==> config.mk <==
export PLATFORM = sky130hd
export DESIGN_NAME = ws2812_in_flat
export DESIGN_NICKNAME = d
export VERILOG_FILES = /design/src/rtl/ws2812_pkg.sv /design/src/rtl/ws2812_in_if.sv /design/src/rtl/ws2812_sync.sv /design/src/rtl/ws2812_in.sv /design/src/flat_wrapper.sv
export SDC_FILE = /design/constraint.sdc
export NUM_CORES = 1
export LEC_CHECK = 0
export ABC_AREA = 0
export BUFFER_PORTS_ARGS = -buffer_cell sky130_fd_sc_hd__buf_2
export CAP_MARGIN = 15
export CELL_PAD_IN_SITES_DETAIL_PLACEMENT = 1
export CELL_PAD_IN_SITES_GLOBAL_PLACEMENT = 2
export CORE_MARGIN = 8
export CORE_UTILIZATION = 25
export CTS_CLUSTER_SIZE = 24
export DETAILED_ROUTE_END_ITERATION = 10
export PLACE_DENSITY = 0.58
export SLEW_MARGIN = 0
export SYNTH_ARGS = -nofsm -noshare
export SYNTH_HDL_FRONTEND = slang
export SYNTH_SLANG_ARGS = --single-unit
export TNS_END_PERCENT = 30
==> constraint.sdc <==
create_clock -name clk_in -period 3.7 [get_ports clk_in]
set_input_delay 0.74 -clock clk_in [delete_from_list [all_inputs] [get_ports clk_in]]
set_output_delay 0.74 -clock clk_in [all_outputs]
set_load 0.01 [all_outputs]
==> src/rtl/ws2812_pkg.sv <==
// -----------------------------------------------------------------------------
// ws2812_pkg
// Shared definitions for the WS2812 line receiver (ws2812_in) and transmitter
// (ws2812_out):
//   - default high/low timing thresholds in 200 MHz clock cycles
//   - width counter size, pixel size
//   - line-timing FSM state encoding
//   - saturating increment helper for the width counter
// -----------------------------------------------------------------------------
`timescale 1ns/1ps
package ws2812_pkg;

    localparam int unsigned CNT_W = 14;
    localparam int unsigned PIX_W = 24;
    localparam int unsigned IDX_W = 5;

    localparam logic [7:0]       DEF_CNT_SPLIT = 8'd105;    // 0.525 us
    localparam logic [7:0]       DEF_CNT_MIN   = 8'd30;     // 0.15 us
    localparam logic [7:0]       DEF_CNT_MAX   = 8'd200;    // 1.00 us
    localparam logic [CNT_W-1:0] DEF_CNT_RST   = 14'd10000; // 50 us

    typedef enum logic [1:0] {
        ST_IDLE = 2'd0,
        ST_HIGH = 2'd1,
        ST_LOW  = 2'd2
    } ws_state_e;

    // Width counter increment that sticks at all-ones instead of wrapping.
    function automatic logic [CNT_W-1:0] sat_inc(input logic [CNT_W-1:0] v);
        return (v == {CNT_W{1'b1}}) ? v : (v + {{(CNT_W-1){1'b0}}, 1'b1});
    endfunction

endpackage

==> src/rtl/ws2812_in_if.sv <==
// -----------------------------------------------------------------------------
// ws2812_in_if
// Decoded-pixel output bundle of ws2812_in.
//   pixel_data_out [23:0] : last complete pixel, GRB, first received bit in [23]
//   pixel_vld_out         : one-cycle strobe, pixel_data_out just updated
//   frame_done_out        : one-cycle strobe, end-of-frame latch detected
//   bit_err_out           : one-cycle strobe, pulse-width / truncation error
// master = receiver (drives), slave = consumer.
// -----------------------------------------------------------------------------
`timescale 1ns/1ps
interface ws2812_in_if;
    import ws2812_pkg::*;

    logic [PIX_W-1:0] pixel_data_out;
    logic             pixel_vld_out;
    logic             frame_done_out;
    logic             bit_err_out;

    modport master (
        output pixel_data_out,
        output pixel_vld_out,
        output frame_done_out,
        output bit_err_out
    );

    modport slave (
        input pixel_data_out,
        input pixel_vld_out,
        input frame_done_out,
        input bit_err_out
    );

endinterface

==> src/rtl/ws2812_sync.sv <==
// -----------------------------------------------------------------------------
// ws2812_sync
// Two-flop synchronizer for the asynchronous WS2812 line followed by
// registered rise/fall edge strobes. Line change to strobe: 3 clk_in cycles.
// The distance between a rise strobe and the next fall strobe equals the
// number of cycles the line was sampled high.
//   clk_in   : system clock
//   rst_n_in : asynchronous active-low reset
//   data_in  : raw serial line
//   rise_out : one-cycle strobe on synchronized 0->1
//   fall_out : one-cycle strobe on synchronized 1->0
// -----------------------------------------------------------------------------
`timescale 1ns/1ps
module ws2812_sync (
    input  logic clk_in,
    input  logic rst_n_in,
    input  logic data_in,
    output logic rise_out,
    output logic fall_out
);

    logic meta_q, meta_d;
    logic sync_q, sync_d;
    logic dly_q,  dly_d;
    logic rise_q, rise_d;
    logic fall_q, fall_d;

    // Next-state of the synchronizer chain and edge strobes.
    always_comb begin
        meta_d = data_in;
        sync_d = meta_q;
        dly_d  = sync_q;
        rise_d = sync_q & ~dly_q;
        fall_d = ~sync_q & dly_q;
    end

    // Synchronizer and edge strobe registers.
    always_ff @(posedge clk_in or negedge rst_n_in) begin
        if (!rst_n_in) begin
            meta_q <= 1'b0;
            sync_q <= 1'b0;
            dly_q  <= 1'b0;
            rise_q <= 1'b0;
            fall_q <= 1'b0;
        end else begin
            meta_q <= meta_d;
            sync_q <= sync_d;
            dly_q  <= dly_d;
            rise_q <= rise_d;
            fall_q <= fall_d;
        end
    end

    assign rise_out = rise_q;
    assign fall_out = fall_q;

endmodule

==> src/rtl/ws2812_in.sv <==
// -----------------------------------------------------------------------------
// ws2812_in
// WS2812 serial line receiver. Measures each high pulse, decodes it to a bit
// (short = 0, long = 1), assembles 24-bit GRB pixels MSB-first and detects the
// long low "latch" period that ends a frame.
//   Parameters: CNT_SPLIT (0/1 threshold), CNT_MIN / CNT_MAX (legal high
//               width), CNT_RST (low time ending a frame), all in clk cycles.
//   clk_in         : 200 MHz system clock
//   rst_n_in       : asynchronous active-low reset
//   ws2812_data_in : serial line, asynchronous to clk_in
//   pix_if         : master side of ws2812_in_if (pixel, strobes, error)
// Optional build macro WS2812_IN_ERR_CHK_EN adds high-width and truncated
// pixel checking on bit_err_out; without it bit_err_out is constant 0.
// -----------------------------------------------------------------------------
`timescale 1ns/1ps
module ws2812_in
    import ws2812_pkg::*;
#(
    parameter logic [7:0]       CNT_SPLIT = DEF_CNT_SPLIT,
    parameter logic [7:0]       CNT_MIN   = DEF_CNT_MIN,
    parameter logic [7:0]       CNT_MAX   = DEF_CNT_MAX,
    parameter logic [CNT_W-1:0] CNT_RST   = DEF_CNT_RST
) (
    input  logic         clk_in,
    input  logic         rst_n_in,
    input  logic         ws2812_data_in,
    ws2812_in_if.master  pix_if
);

    localparam logic [CNT_W-1:0] SPLIT_W  = {{(CNT_W-8){1'b0}}, CNT_SPLIT};
    localparam logic [IDX_W-1:0] LAST_IDX = 5'd23;

    logic rise_s;
    logic fall_s;

    ws2812_sync u_sync (
        .clk_in   (clk_in),
        .rst_n_in (rst_n_in),
        .data_in  (ws2812_data_in),
        .rise_out (rise_s),
        .fall_out (fall_s)
    );

    ws_state_e        state_q, state_d;
    logic [CNT_W-1:0] cnt_q,   cnt_d;
    logic [PIX_W-1:0] shift_q, shift_d;
    logic [PIX_W-1:0] pix_q,   pix_d;
    logic [IDX_W-1:0] idx_q,   idx_d;
    logic             seen_q,  seen_d;   // a bit arrived since the last frame_done
    logic             vld_q,   vld_d;
    logic             done_q,  done_d;
    logic [CNT_W-1:0] cnt_inc_s;
    logic             bit_s;
    logic [PIX_W-1:0] shifted_s;
`ifdef WS2812_IN_ERR_CHK_EN
    localparam logic [CNT_W-1:0] MIN_W = {{(CNT_W-8){1'b0}}, CNT_MIN};
    localparam logic [CNT_W-1:0] MAX_W = {{(CNT_W-8){1'b0}}, CNT_MAX};
    logic             err_q,   err_d;
`endif

    // Line-timing FSM: next state, width counter, bit assembly and strobes.
    always_comb begin
        state_d   = state_q;
        cnt_d     = cnt_q;
        shift_d   = shift_q;
        pix_d     = pix_q;
        idx_d     = idx_q;
        seen_d    = seen_q;
        vld_d     = 1'b0;
        done_d    = 1'b0;
`ifdef WS2812_IN_ERR_CHK_EN
        err_d     = 1'b0;
`endif
        // The counter is cleared on the rise cycle, so including the fall
        // cycle makes the value compared here equal the sampled high width.
        cnt_inc_s = sat_inc(cnt_q);
        bit_s     = (cnt_inc_s >= SPLIT_W);
        shifted_s = {shift_q[PIX_W-2:0], bit_s};

        case (state_q)
            ST_IDLE: begin
                if (rise_s) begin
                    state_d = ST_HIGH;
                    cnt_d   = {CNT_W{1'b0}};
                end else begin
                    state_d = ST_IDLE;
                end
            end

            ST_HIGH: begin
                if (fall_s) begin
                    state_d = ST_LOW;
                    cnt_d   = {CNT_W{1'b0}};
                    shift_d = shifted_s;
                    seen_d  = 1'b1;
                    if (idx_q == LAST_IDX) begin
                        pix_d = shifted_s;
                        vld_d = 1'b1;
                        idx_d = {IDX_W{1'b0}};
                    end else begin
                        idx_d = idx_q + 5'd1;
                    end
`ifdef WS2812_IN_ERR_CHK_EN
                    err_d = (cnt_inc_s < MIN_W) || (cnt_inc_s > MAX_W);
`endif
                end else begin
                    // A line stuck high parks here with the counter saturated.
                    cnt_d = cnt_inc_s;
                end
            end

            ST_LOW: begin
                if (rise_s) begin
                    state_d = ST_HIGH;
                    cnt_d   = {CNT_W{1'b0}};
                end else if (cnt_inc_s >= CNT_RST) begin
                    // Latch period: end of frame, drop any partial pixel.
                    state_d = ST_IDLE;
                    cnt_d   = {CNT_W{1'b0}};
                    done_d  = seen_q;
                    seen_d  = 1'b0;
                    idx_d   = {IDX_W{1'b0}};
                    shift_d = {PIX_W{1'b0}};
`ifdef WS2812_IN_ERR_CHK_EN
                    err_d   = (idx_q != {IDX_W{1'b0}});
`endif
                end else begin
                    cnt_d = cnt_inc_s;
                end
            end

            default: begin
                state_d = ST_IDLE;
                cnt_d   = {CNT_W{1'b0}};
                idx_d   = {IDX_W{1'b0}};
                shift_d = {PIX_W{1'b0}};
            end
        endcase
    end

    // FSM state, counters, shift register and registered outputs.
    always_ff @(posedge clk_in or negedge rst_n_in) begin
        if (!rst_n_in) begin
            state_q <= ST_IDLE;
            cnt_q   <= {CNT_W{1'b0}};
            shift_q <= {PIX_W{1'b0}};
            pix_q   <= {PIX_W{1'b0}};
            idx_q   <= {IDX_W{1'b0}};
            seen_q  <= 1'b0;
            vld_q   <= 1'b0;
            done_q  <= 1'b0;
        end else begin
            state_q <= state_d;
            cnt_q   <= cnt_d;
            shift_q <= shift_d;
            pix_q   <= pix_d;
            idx_q   <= idx_d;
            seen_q  <= seen_d;
            vld_q   <= vld_d;
            done_q  <= done_d;
        end
    end

`ifdef WS2812_IN_ERR_CHK_EN
    // Error strobe register.
    always_ff @(posedge clk_in or negedge rst_n_in) begin
        if (!rst_n_in) begin
            err_q <= 1'b0;
        end else begin
            err_q <= err_d;
        end
    end

    assign pix_if.bit_err_out = err_q;
`else
    // The width limits have no effect in this build; the expression folds to
    // a constant 0 so the parameter list stays identical across builds.
    assign pix_if.bit_err_out = 1'b0 & (CNT_MIN > CNT_MAX);
`endif

    assign pix_if.pixel_data_out = pix_q;
    assign pix_if.pixel_vld_out  = vld_q;
    assign pix_if.frame_done_out = done_q;

endmodule

==> src/flat_wrapper.sv <==
// flat-port wrapper written by rule: the top's interface ports become plain ports
module ws2812_in_flat import ws2812_pkg::*;
#(
    parameter logic [7:0]       CNT_SPLIT = DEF_CNT_SPLIT,
    parameter logic [7:0]       CNT_MIN   = DEF_CNT_MIN,
    parameter logic [7:0]       CNT_MAX   = DEF_CNT_MAX,
    parameter logic [CNT_W-1:0] CNT_RST   = DEF_CNT_RST
)
  (clk_in, rst_n_in, ws2812_data_in, pix_if_pixel_data_out, pix_if_pixel_vld_out, pix_if_frame_done_out, pix_if_bit_err_out);
  ws2812_in_if pix_if_i ();
  input  logic clk_in;
  input  logic rst_n_in;
  input  logic ws2812_data_in;
  output wire logic [$bits(pix_if_i.pixel_data_out)-1:0] pix_if_pixel_data_out;
  output wire logic [$bits(pix_if_i.pixel_vld_out)-1:0] pix_if_pixel_vld_out;
  output wire logic [$bits(pix_if_i.frame_done_out)-1:0] pix_if_frame_done_out;
  output wire logic [$bits(pix_if_i.bit_err_out)-1:0] pix_if_bit_err_out;
  assign pix_if_pixel_data_out = pix_if_i.pixel_data_out;
  assign pix_if_pixel_vld_out = pix_if_i.pixel_vld_out;
  assign pix_if_frame_done_out = pix_if_i.frame_done_out;
  assign pix_if_bit_err_out = pix_if_i.bit_err_out;
  ws2812_in #(.CNT_SPLIT(CNT_SPLIT), .CNT_MIN(CNT_MIN), .CNT_MAX(CNT_MAX), .CNT_RST(CNT_RST)) u_core (.clk_in(clk_in), .rst_n_in(rst_n_in), .ws2812_data_in(ws2812_data_in), .pix_if(pix_if_i));
endmodule
Word-level counts from Yosys, hierarchy flattened
Index checks and enable logic that the tools add are counted.
{"block": "totals", "ff_bits": 76, "input_bits": 3, "out_inout_bits": 27, "wordCells": 67}
{"block": "op_classes", "n_addsub": 2, "n_lt_le_gt_ge": 2, "n_eq_ne": 9, "muxes": 30, "n_bitwise": 5, "reduce_logical": 6}
{"cell": "$mux 14", "count": 5}
{"cell": "$mux 23", "count": 3}
{"cell": "$pmux 23 s3", "count": 1}
{"cell": "$pmux 14 s3", "count": 1}
{"cell": "$mux 5", "count": 4}
{"cell": "$pmux 5 s3", "count": 1}
{"cell": "$add 14x1->14 const B", "count": 1}
{"cell": "$eq 14x14->1 const B", "count": 1}
{"cell": "$ge 14x14->1 const B", "count": 1}
{"cell": "$ge 14x7->1 const B", "count": 1}
{"cell": "$mux 1", "count": 10}
{"cell": "$reduce_and 4->1", "count": 2}
{"cell": "$mux 2", "count": 3}
{"cell": "$ne 2x2->1 const B", "count": 3}
{"cell": "$pmux 2 s3", "count": 1}
{"cell": "$add 5x1->5 const B", "count": 1}
{"cell": "$eq 5x5->1 const B", "count": 1}
{"cell": "$ne 3x2->1 const B", "count": 1}
{"cell": "$not 1->1", "count": 3}
{"cell": "$reduce_and 3->1", "count": 1}
{"cell": "$and 1x1->1", "count": 2}
{"cell": "$eq 2x1->1 const B", "count": 1}
{"cell": "$eq 2x2->1 const B", "count": 1}
{"cell": "$logic_not 2->1", "count": 1}
{"cell": "4 further kinds", "count": 4}

Depth between registers and ports, before layout
Gate-level depths: netlist (run 1).
{"block": "logic_depth", "word_depth": 6, "mapped_depth": 11, "mapped_depth_nobuf": 9}

Cells and area by module
A second synthesis (run 1) with hierarchy kept.
{"block": "unflattened", "cells_unflattened": 384, "area_unflattened_um2": 4176.5}
{"module": "ws2812_in", "instances": 1, "cells_each": 377, "area_each_um2": 4036.4, "seq_area_each_um2": 1776.7}
{"module": "ws2812_sync", "instances": 1, "cells_each": 7, "area_each_um2": 140.1, "seq_area_each_um2": 125.1}

Worst setup path before layout (run 1)
No wires, ideal clock.
{"block": "synth_timing", "kind": "reg2reg", "from": "register u_core.cnt_q[0]", "to": "register u_core.idx_q[0]", "setup_ns": 0.127, "t_arrival_ns": 2.502, "t_required_ns": 3.573, "setup_slack_ns": 1.070, "path_stages_with_launch": 11, "n_path_buf": 2, "period_less_slack_ns": 2.630, "cell_sequence": "dfrtp_1 -> ha_1 -> and3_1 -> buf_2 -> a211oi_2 -> o2111ai_1 -> a211oi_2 -> o211ai_2 -> nand2_2 -> buf_6 -> mux2_1"}
{"block": "synth_between", "elab_chain_cells": 5, "elab_cells_between_ends": 6, "cone_classes": "add/sub (1); order compare (1); eq/ne (2); mux (1); reduce/logical (1)"}
{"item": "start: declaration", "line_no": "ws2812_in.sv:45", "rtl": "logic [CNT_W-1:0] cnt_q, cnt_d;"}
{"item": "start signal: assignment", "line_no": "ws2812_in.sv:145", "rtl": "cnt_q <= {CNT_W{1'b0}};"}
{"item": "start signal: assignment", "line_no": "ws2812_in.sv:154", "rtl": "cnt_q <= cnt_d;"}
{"item": "$add 14x1->14 / $eq 14x14->1 (equally long branches)", "line_no": "ws2812_pkg.sv:30", "rtl": "return (v == {CNT_W{1'b1}}) ? v : (v + {{(CNT_W-1){1'b0}}, 1'b1});"}
{"item": "$mux 14 (*)", "line_no": "ws2812_pkg.sv:30"}
{"item": "$ge 14x14->1 (*)", "line_no": "ws2812_in.sv:116", "rtl": "end else if (cnt_inc_s >= CNT_RST) begin"}
{"item": "$ne 2x1->1 (no line) (*)"}
{"item": "$reduce_and 4->1 (no line) (*)"}
{"item": "end signal: assignment", "line_no": "ws2812_in.sv:148", "rtl": "idx_q <= {IDX_W{1'b0}};"}
{"item": "end signal: assignment", "line_no": "ws2812_in.sv:157", "rtl": "idx_q <= idx_d;"}
{"item": "end: declaration", "line_no": "ws2812_in.sv:48", "rtl": "logic [IDX_W-1:0] idx_q, idx_d;"}
Mark *: on every way between the ends. The rest lies on a longest branch, timed or not.
A chain may end at the register's enable or synchronous reset.

Worst setup path after layout (run 1)
{"block": "layout_timing", "from": "register u_core.cnt_q[4]", "to": "register u_core.cnt_q[0]"}
{"block": "layout_between", "elab_chain_cells": 6, "elab_cells_between_ends": 8, "cone_classes": "add/sub (1); order compare (1); eq/ne (1); mux (5)"}
{"item": "$add 14x1->14 / $eq 14x14->1 (equally long branches)", "line_no": "ws2812_pkg.sv:30"}
{"item": "$mux 14 (*)", "line_no": "ws2812_pkg.sv:30"}
{"item": "$ge 14x14->1", "line_no": "ws2812_in.sv:116"}
{"item": "$mux 14", "line_no": "ws2812_in.sv:116"}
{"item": "$mux 14", "line_no": "ws2812_in.sv:113", "rtl": "if (rise_s) begin"}
{"item": "$pmux 14 s3 (*)", "line_no": "ws2812_in.sv:80", "rtl": "case (state_q)"}
Marked as above.

==> results.json, run 1 <==
{
  "outcome": "finished clean",
  "std_cell_rows": 45,
  "cts_made_buffers": 9,
  "portBuffers": 28,
  "synth_compound_area_share_pct": 12.0,
  "topRoutingLayerUsed": "met4",
  "grt_max_degree": 77,
  "power_mw": 1.97,
  "post-cts-setup-buffer-count": 0,
  "drive_gt1_share_pct": 23.5,
  "rr_endpoint": "u_core.cnt_q[0]",
  "drc": 0,
  "period_share_pct": 88.0,
  "ys.flop_type": "dfrtp_1",
  "regToRegSetupSlack_ns": 0.44,
  "wl_met1_um": 4770,
  "post_drt_wl_per_cell_um": 16.5,
  "ios": 30,
  "synth_mux_area_share_pct": 8.65,
  "post-dp-hpwl_um": 6520,
  "cts_tree": "done",
  "gr-total-overflow": 0,
  "synth_top_family_by_area": "simple AND/OR/NAND/NOR gates",
  "cts_max_path_buffers": 2,
  "powerDensity_nw_per_um2": 441,
  "ys_seq_area_share_pct": 49.4,
  "arrival_ns": 3.48,
  "critPathLaunch": "u_core.cnt_q[4]",
  "maxCapViolations": 0,
  "hold_path.class": "reg -> reg",
  "report.final.slew_viol_count": 0,
  "cp-start-kind": "flop",
  "synthSimpleGateAreaFrac_pct": 22.1,
  "synth_cell_types": 60,
  "syn_avg_cell_area_um2": 10.2,
  "drtIter0Drc": 161,
  "end_kind": "flop",
  "syn_area_um2": 3850,
  "cts_root_buffer": "clkbuf_16",
  "yosysWarnings": 0,
  "grt_pass1_wl_um": 16800,
  "worstPathRequired_ns": 3.92,
  "min_from": "u_core.u_sync.meta_q",
  "wirelength_um": 9760,
  "worst_slack_ns": 0.443,
  "rsz0062_at_grt": "no",
  "crit_path_end": "u_core.cnt_q[0]",
  "path_clk_slew_ns": 0.06,
  "start_util_pct": 25.4,
  "synth_edf_count": 0,
  "ant_nets": 0,
  "h-tree-depth": 3,
  "die_x_um": 140,
  "timing_worst_setup_path_type": "reg -> reg",
  "syn-num-nets": 386,
  "nets": 408,
  "r2r_cells": 8,
  "cts_sinks": 76,
  "worstMarginPinSlew_ns": 0.999,
  "final_util_pct": 29.5,
  "power_leakage_nw": 2.12,
  "async_flop_share_pct": 100,
  "final_common_cell": "dfrtp_1",
  "met2WireLength_um": 4470,
  "synthXorXnorAreaFrac_pct": 1.14,
  "cts_resized": 0,
  "place_ws_ns": 0.458,
  "clock_latency_ns": 0.34,
  "antenna_found_initial": 0,
  "vias_per_cell": 4.95,
  "coreArea_um2": 15100,
  "max_slew_margin_pct": 33.4,
  "vias": 2931,
  "filler_cell_count": 1694,
  "wl_met3_um": 297,
  "area_delta_synth_final_pct": 16.1,
  "clock_skew_ns": 0.00875,
  "syn_inst": 377,
  "routabilityCongestion": 0.769,
  "period_needed_ns": 3.26,
  "hold_buffers": 0,
  "grtUsageTotal_pct": 10.7,
  "synth-adder-area-share_pct": 1.95,
  "max_freq_mhz": 307,
  "first_global_vias": 3125,
  "setup_viol": 0,
  "hold_viol_final": 0,
  "antennaDiodeCount": 0,
  "first_pass_iters": 4,
  "yosys_register_bits": 76,
  "r2r-start": "u_core.cnt_q[4]",
  "crit_path_max_fanout": 16,
  "fin_tns_setup_ns": 0,
  "die_area_um2": 19600,
  "peakVddDrop_mv": 0.177,
  "die_h_um": 140,
  "final_cell_mix": "dfrtp_1 (76), nand3_1 (58), nand2_1 (43), buf_2 (27), mux2_2 (25)"
}
-- sequential cells by signal, indices dropped and copies added, names as in the netlist --
signal and flops:
u_core.seen_q 1, u_core.cnt_q 14, u_core.u_sync.meta_q 1, u_core.u_sync.dly_q 1, u_core.pix_if.pixel_data_out 24, u_core.idx_q 5
u_core.pix_if.frame_done_out 1, u_core.u_sync.dly_d 1, u_core.state_q 2, u_core.u_sync.rise_out 1, u_core.u_sync.fall_out 1, u_core.shift_q 23
u_core.pix_if.pixel_vld_out 1
-- routing by layer --
metal	global-route usage (%)	up-vias
li1	-	1400
met1	14.0	1478
met2	16.4	37
met3	2.72	16
met4	5.14	0
met5	0	-
-- synth_stat cells, types with 3 or more instances --
cell type	n	share of area, %
dfrtp_1	76	49
nand3_1	58	7.5
nand2_1	43	4.2
mux2_2	25	7.3
inv_1	13	1.3
a21oi_1	12	1.6
nor2_1	10	0.98
nor3_1	10	1.3
clkbuf_1	9	0.88
buf_2	6	0.78
ha_1	6	2.0
nand4_1	6	0.98
o21ai_0	6	0.78
nor2b_1	5	0.81
nor4_1	5	0.81
a21o_1	4	0.78
a22o_1	4	0.91
a31oi_1	4	0.65
buf_1	4	0.39
mux2i_1	4	1.0
nand2b_1	4	0.65
xor2_1	4	0.91
a211oi_2	3	0.98
and2_1	3	0.49
and3_1	3	0.49
buf_4	3	0.59
o2111ai_1	3	0.68
or3_1	3	0.49
-- how the worst min path moves through the flow --
| stage | slack (ns) | depth (start not counted) | end |
|---|---|---|---|
| after global placement | 0.33 | 0 | u_core.u_sync.dly_d |
| after detailed placement | 0.34 | 0 | u_core.u_sync.dly_d |
| after CTS | 0.36 | 0 | u_core.u_sync.dly_d |
| after global routing | 0.36 | 0 | u_core.u_sync.dly_d |
| after floorplan | 0.33 | 0 | u_core.u_sync.dly_d |
| final | 0.36 | 0 | u_core.u_sync.dly_d |
-- kinds of logic after synthesis --
kind of cell,after synthesis
compound gates,59
xor+xnor,5
fa+ha+maj,6
buf+inv,38
flops,76
mux,30
other cells,1
simple gates,162
-- area by class of cell --
type / instances / area (µm²) / share of cell area, %
Clock buffer: 10 / 239 / 5.35
Tap cell: 188 / 235 / 5.27
Multi-Input combinational cell: 263 / 1770 / 39.6
Inverter: 13 / 48.8 / 1.09
Sequential cell: 76 / 1900 / 42.6
Timing Repair Buffer: 36 / 203 / 4.54
Clock inverter: 6 / 70.1 / 1.57
-- per-stage QoR --
step | area [µm²] | hold WS, ns | instances
after detailed placement | 4160 | 0.341 | 576
final | 4470 | 0.356 | 592
after global routing | 4470 | 0.360 | 592
after CTS | 4470 | 0.357 | 592
after global placement | 4160 | 0.334 | 576
after floorplan | 3850 | 0.331 | 377
-- worst max-delay path, cell delays in order (launching register included) --
cell,delay [ns]
dfrtp_1,0.52
nand3_1,0.45
o41ai_2,0.77
nor2_1,0.14
a31oi_1,0.37
o221ai_2,0.19
nand3_4,0.25
o41ai_2,0.11
mux2_2,0.31
-- report_power, final --
part           internal [mW]  total, mW  switching [mW]
Sequential             0.846      0.864          0.0173
Combinational         0.0494      0.188           0.138
Clock                  0.547      0.919           0.372
No activity file was read; power rests on OpenSTA's default activity.
==> inputs of run 2 (changes only) <==
Settings changed: PLACE_DENSITY 0.58 to 0.57, SYNTH_HIERARCHICAL set to 1.
==> run 2 against run 1 <==
  * Via count grew 5.3%
  * Core utilization shrank 0.60 points
  * Critical path depth is the same
  * Cell area grew 6.5%
  * Fmax shrank 2.1%
  * Non-clock buffer count grew 1
  * Global-route usage grew 0.23 points
==> results.json, run 2 <==
{
  "maxCapViolations": 0,
  "arrival_ns": 3.55,
  "cts_tree": "done",
  "seq_power_share_pct": 43.3,
  "path_buf_inv": 0,
  "hold_viol_final": 0,
  "path_cells": "ha_1 > nand4_2 > nor4_1 > mux2i_1 > a311oi_2 > a311o_1 > nand2_4 > mux2_1",
  "grt_util_met3_pct": 3.26,
  "busiest_layer": "met2",
  "grtUsageTotal_pct": 11.0,
  "coreArea_um2": 16500,
  "hold_path.class": "in -> async",
  "rsz0062_at_grt": "no",
  "wirelength_um": 10900,
  "syn_inst": 384,
  "async_flop_share_pct": 100,
  "largest_reg_flops": 24,
  "end_kind": "flop",
  "setup_viol": 0,
  "final_cell_count_no_fill": 623,
  "synth_area_leader_cell": "dfrtp_1",
  "synth_top_cell_area_share_pct": 45.5,
  "filler_cell_count": 1883,
  "outcome": "finished clean",
  "crit_path_max_fanout": 25,
  "design_area_um2": 4760,
  "rr_endpoint": "u_core/idx_q[1]",
  "vias": 3086,
  "grt_max_degree": 34,
  "grtUsageMet1_pct": 13.8,
  "h-tree-depth": 3,
  "antenna_found_initial": 0,
  "cell_internal_pwr_mw": 1.43,
  "place_inst": 607,
  "area_delta_synth_final_pct": 13.9,
  "worstMarginPinSlew_ns": 0.940,
  "cts_sinks": 76,
  "post-dp-hpwl_um": 7490,
  "ys_seq_area_share_pct": 45.5,
  "ys.flop_type": "dfrtp_1",
  "gr-total-overflow": 0,
  "dpl_cell_area_um2": 4450,
  "vias_per_cell": 4.95,
  "final_cell_mix": "dfrtp_1 (76), nand4_1 (30), buf_2 (27), nand2_1 (26), mux2_2 (24)",
  "antennaDiodeCount": 0,
  "syn_area_um2": 4180,
  "drtIter0Drc": 110,
  "drive_gt1_share_pct": 26.1,
  "worst_hold_slack_ns": 0.338,
  "clock_skew_ns": 0.00790,
  "multiInputGateArea_um2": 2030,
  "max_slew_margin_pct": 37.2,
  "timing_worst_setup_path_type": "reg -> reg",
  "ys_top_cells_by_count": "dfrtp_1 (76), nand4_1 (30), nand2_1 (26)",
  "power_mw": 1.99,
  "portBuffers": 28,
  "p_sw_share_pct": 28.3,
  "yosysWarnings": 6,
  "cp-start-kind": "flop",
  "die_h_um": 145,
  "cts_root_buffer": "clkbuf_16",
  "period_needed_ns": 3.33,
  "max_freq_mhz": 301,
  "final_common_cell": "dfrtp_1",
  "nets": 407,
  "drc": 0,
  "first_pass_iters": 4,
  "post_drt_wl_per_cell_um": 17.5,
  "grtUsageMet2_pct": 17.5,
  "worstPathRequired_ns": 3.92,
  "cpPeakStageDelay_ns": 0.48,
  "peakVddDrop_mv": 0.219,
  "syn_avg_cell_area_um2": 10.9,
  "pwr-share-clk_pct": 46.4,
  "r2r_cells": 8,
  "routabilityCongestion": 0.740,
  "share_comb_of_total_power_pct": 10.3,
  "ant_nets": 0,
  "start_util_pct": 25.4,
  "ios": 30,
  "regArea_um2": 1900,
  "std_cell_rows": 47,
  "clock_latency_ns": 0.35,
  "critPathSlowestCell": "dfrtp_1",
  "hold_buffers": 0,
  "cts_resized": 0,
  "yosysMostFrequentCell": "dfrtp_1",
  "cts_max_path_buffers": 2,
  "cpLargestDelayFamily": "simple AND/OR/NAND/NOR gates",
  "die_x_um": 145,
  "yosys_register_bits": 76,
  "syn-num-nets": 393,
  "die_area_um2": 21100,
  "period_share_pct": 89.9,
  "post-cts-setup-buffer-count": 0,
  "cts_made_buffers": 9,
  "fin_tns_setup_ns": 0,
  "power_leakage_nw": 2.26,
  "p_switching_uw": 564,
  "r2r-start": "u_core/cnt_q[0]",
  "powerDensity_nw_per_um2": 419,
  "report.final.slew_viol_count": 0,
  "synth_edf_count": 0,
  "grt_pass1_wl_um": 18600,
  "first_global_vias": 3363,
  "regToRegSetupSlack_ns": 0.37,
  "synthTopCellsByArea": "dfrtp_1 (46%), mux2_2 (6.5%), a21bo_1 (4.6%)",
  "synth_cell_types": 66,
  "path_clk_slew_ns": 0.07
}
[run 2: cell types whose count changed after synthesis, sizes merged, moves of 4 or more]
cell / before / now
nor2: 10 / 15
nand4: 7 / 32
nand2: 45 / 27
xor2: 4 / 0
nand3: 59 / 18
a22o: 4 / 0
a21bo: 0 / 22
buf: 15 / 19
clkbuf: 10 / 15
o21ai: 8 / 12
nor3: 11 / 5
inv: 13 / 9
[run 2: cells by family (layout without fill, tap and decap cells)]
group | Yosys count | in the layout | share of synthesized area (%)
XOR/XNOR | 2 | 2 | 0.419
AO/OA/AOI/OAI | 88 | 88 | 18.9
AND/OR/NAND/NOR | 137 | 137 | 18.9
adder cells (fa/ha/maj) | 6 | 6 | 1.80
flip-flops | 76 | 76 | 45.5
buffers and inverters | 43 | 62 | 6.02
other | 1 | 1 | 0.0898
multiplexers | 31 | 31 | 8.33
[run 2: stage by stage]
step	util (%)	setup WS, ns
after floorplan	-	0.947
after global placement	27.0	0.530
after detailed placement	27.0	0.373
after CTS	28.9	0.363
after global routing	28.9	0.125
final	28.9	0.375
[run 2: layout make-up]
class	instances	area share, %
clock buffer	9	4.73
multi-input combinational	265	42.6
clock inverter	7	1.79
inverter	9	0.710
sequential	76	40.0
timing repair buffer	37	4.42
tap	220	5.79
[run 2: metal layers]
| layer | share of wire (%) | vias to the layer above |
|---|---|---|
| met5 | 0 | - |
| met4 | 1.8 | 0 |
| met3 | 4.3 | 15 |
| met2 | 47 | 43 |
| met1 | 47 | 1567 |
| li1 | - | 1461 |
[run 2: power groups by stage]
stage	combinational [mW]	clock (mW)	sequential, mW
floorplan	0.142	0	0.873
global placement	0.208	0	0.878
detailed placement	0.213	0	0.880
CTS	0.212	0.964	0.863
global route	0.234	0.989	0.866
finish	0.205	0.925	0.863
[run 2: worst max-delay path by stage]
stage | startpoint | endpoint | slack (ns) | cells after the start
2_1_floorplan | u_core/cnt_q[0] | u_core/idx_q[0] | 0.95 | 9
3_3_place_gp | u_core/cnt_q[0] | u_core/idx_q[1] | 0.53 | 8
6_report | u_core/cnt_q[0] | u_core/idx_q[1] | 0.37 | 8
5_1_grt | u_core/cnt_q[0] | u_core/idx_q[1] | 0.12 | 8
3_5_place_dp | u_core/cnt_q[0] | u_core/idx_q[1] | 0.37 | 8
4_1_cts | u_core/cnt_q[0] | u_core/idx_q[1] | 0.36 | 8
[run 2: worst register-to-register path, stage by stage (launching register included)]
cell,delay (ns)
dfrtp_1,0.48
ha_1,0.38
nand4_2,0.27
nor4_1,0.37
mux2i_1,0.43
a311oi_2,0.16
a311o_1,0.46
nand2_4,0.30
mux2_1,0.36
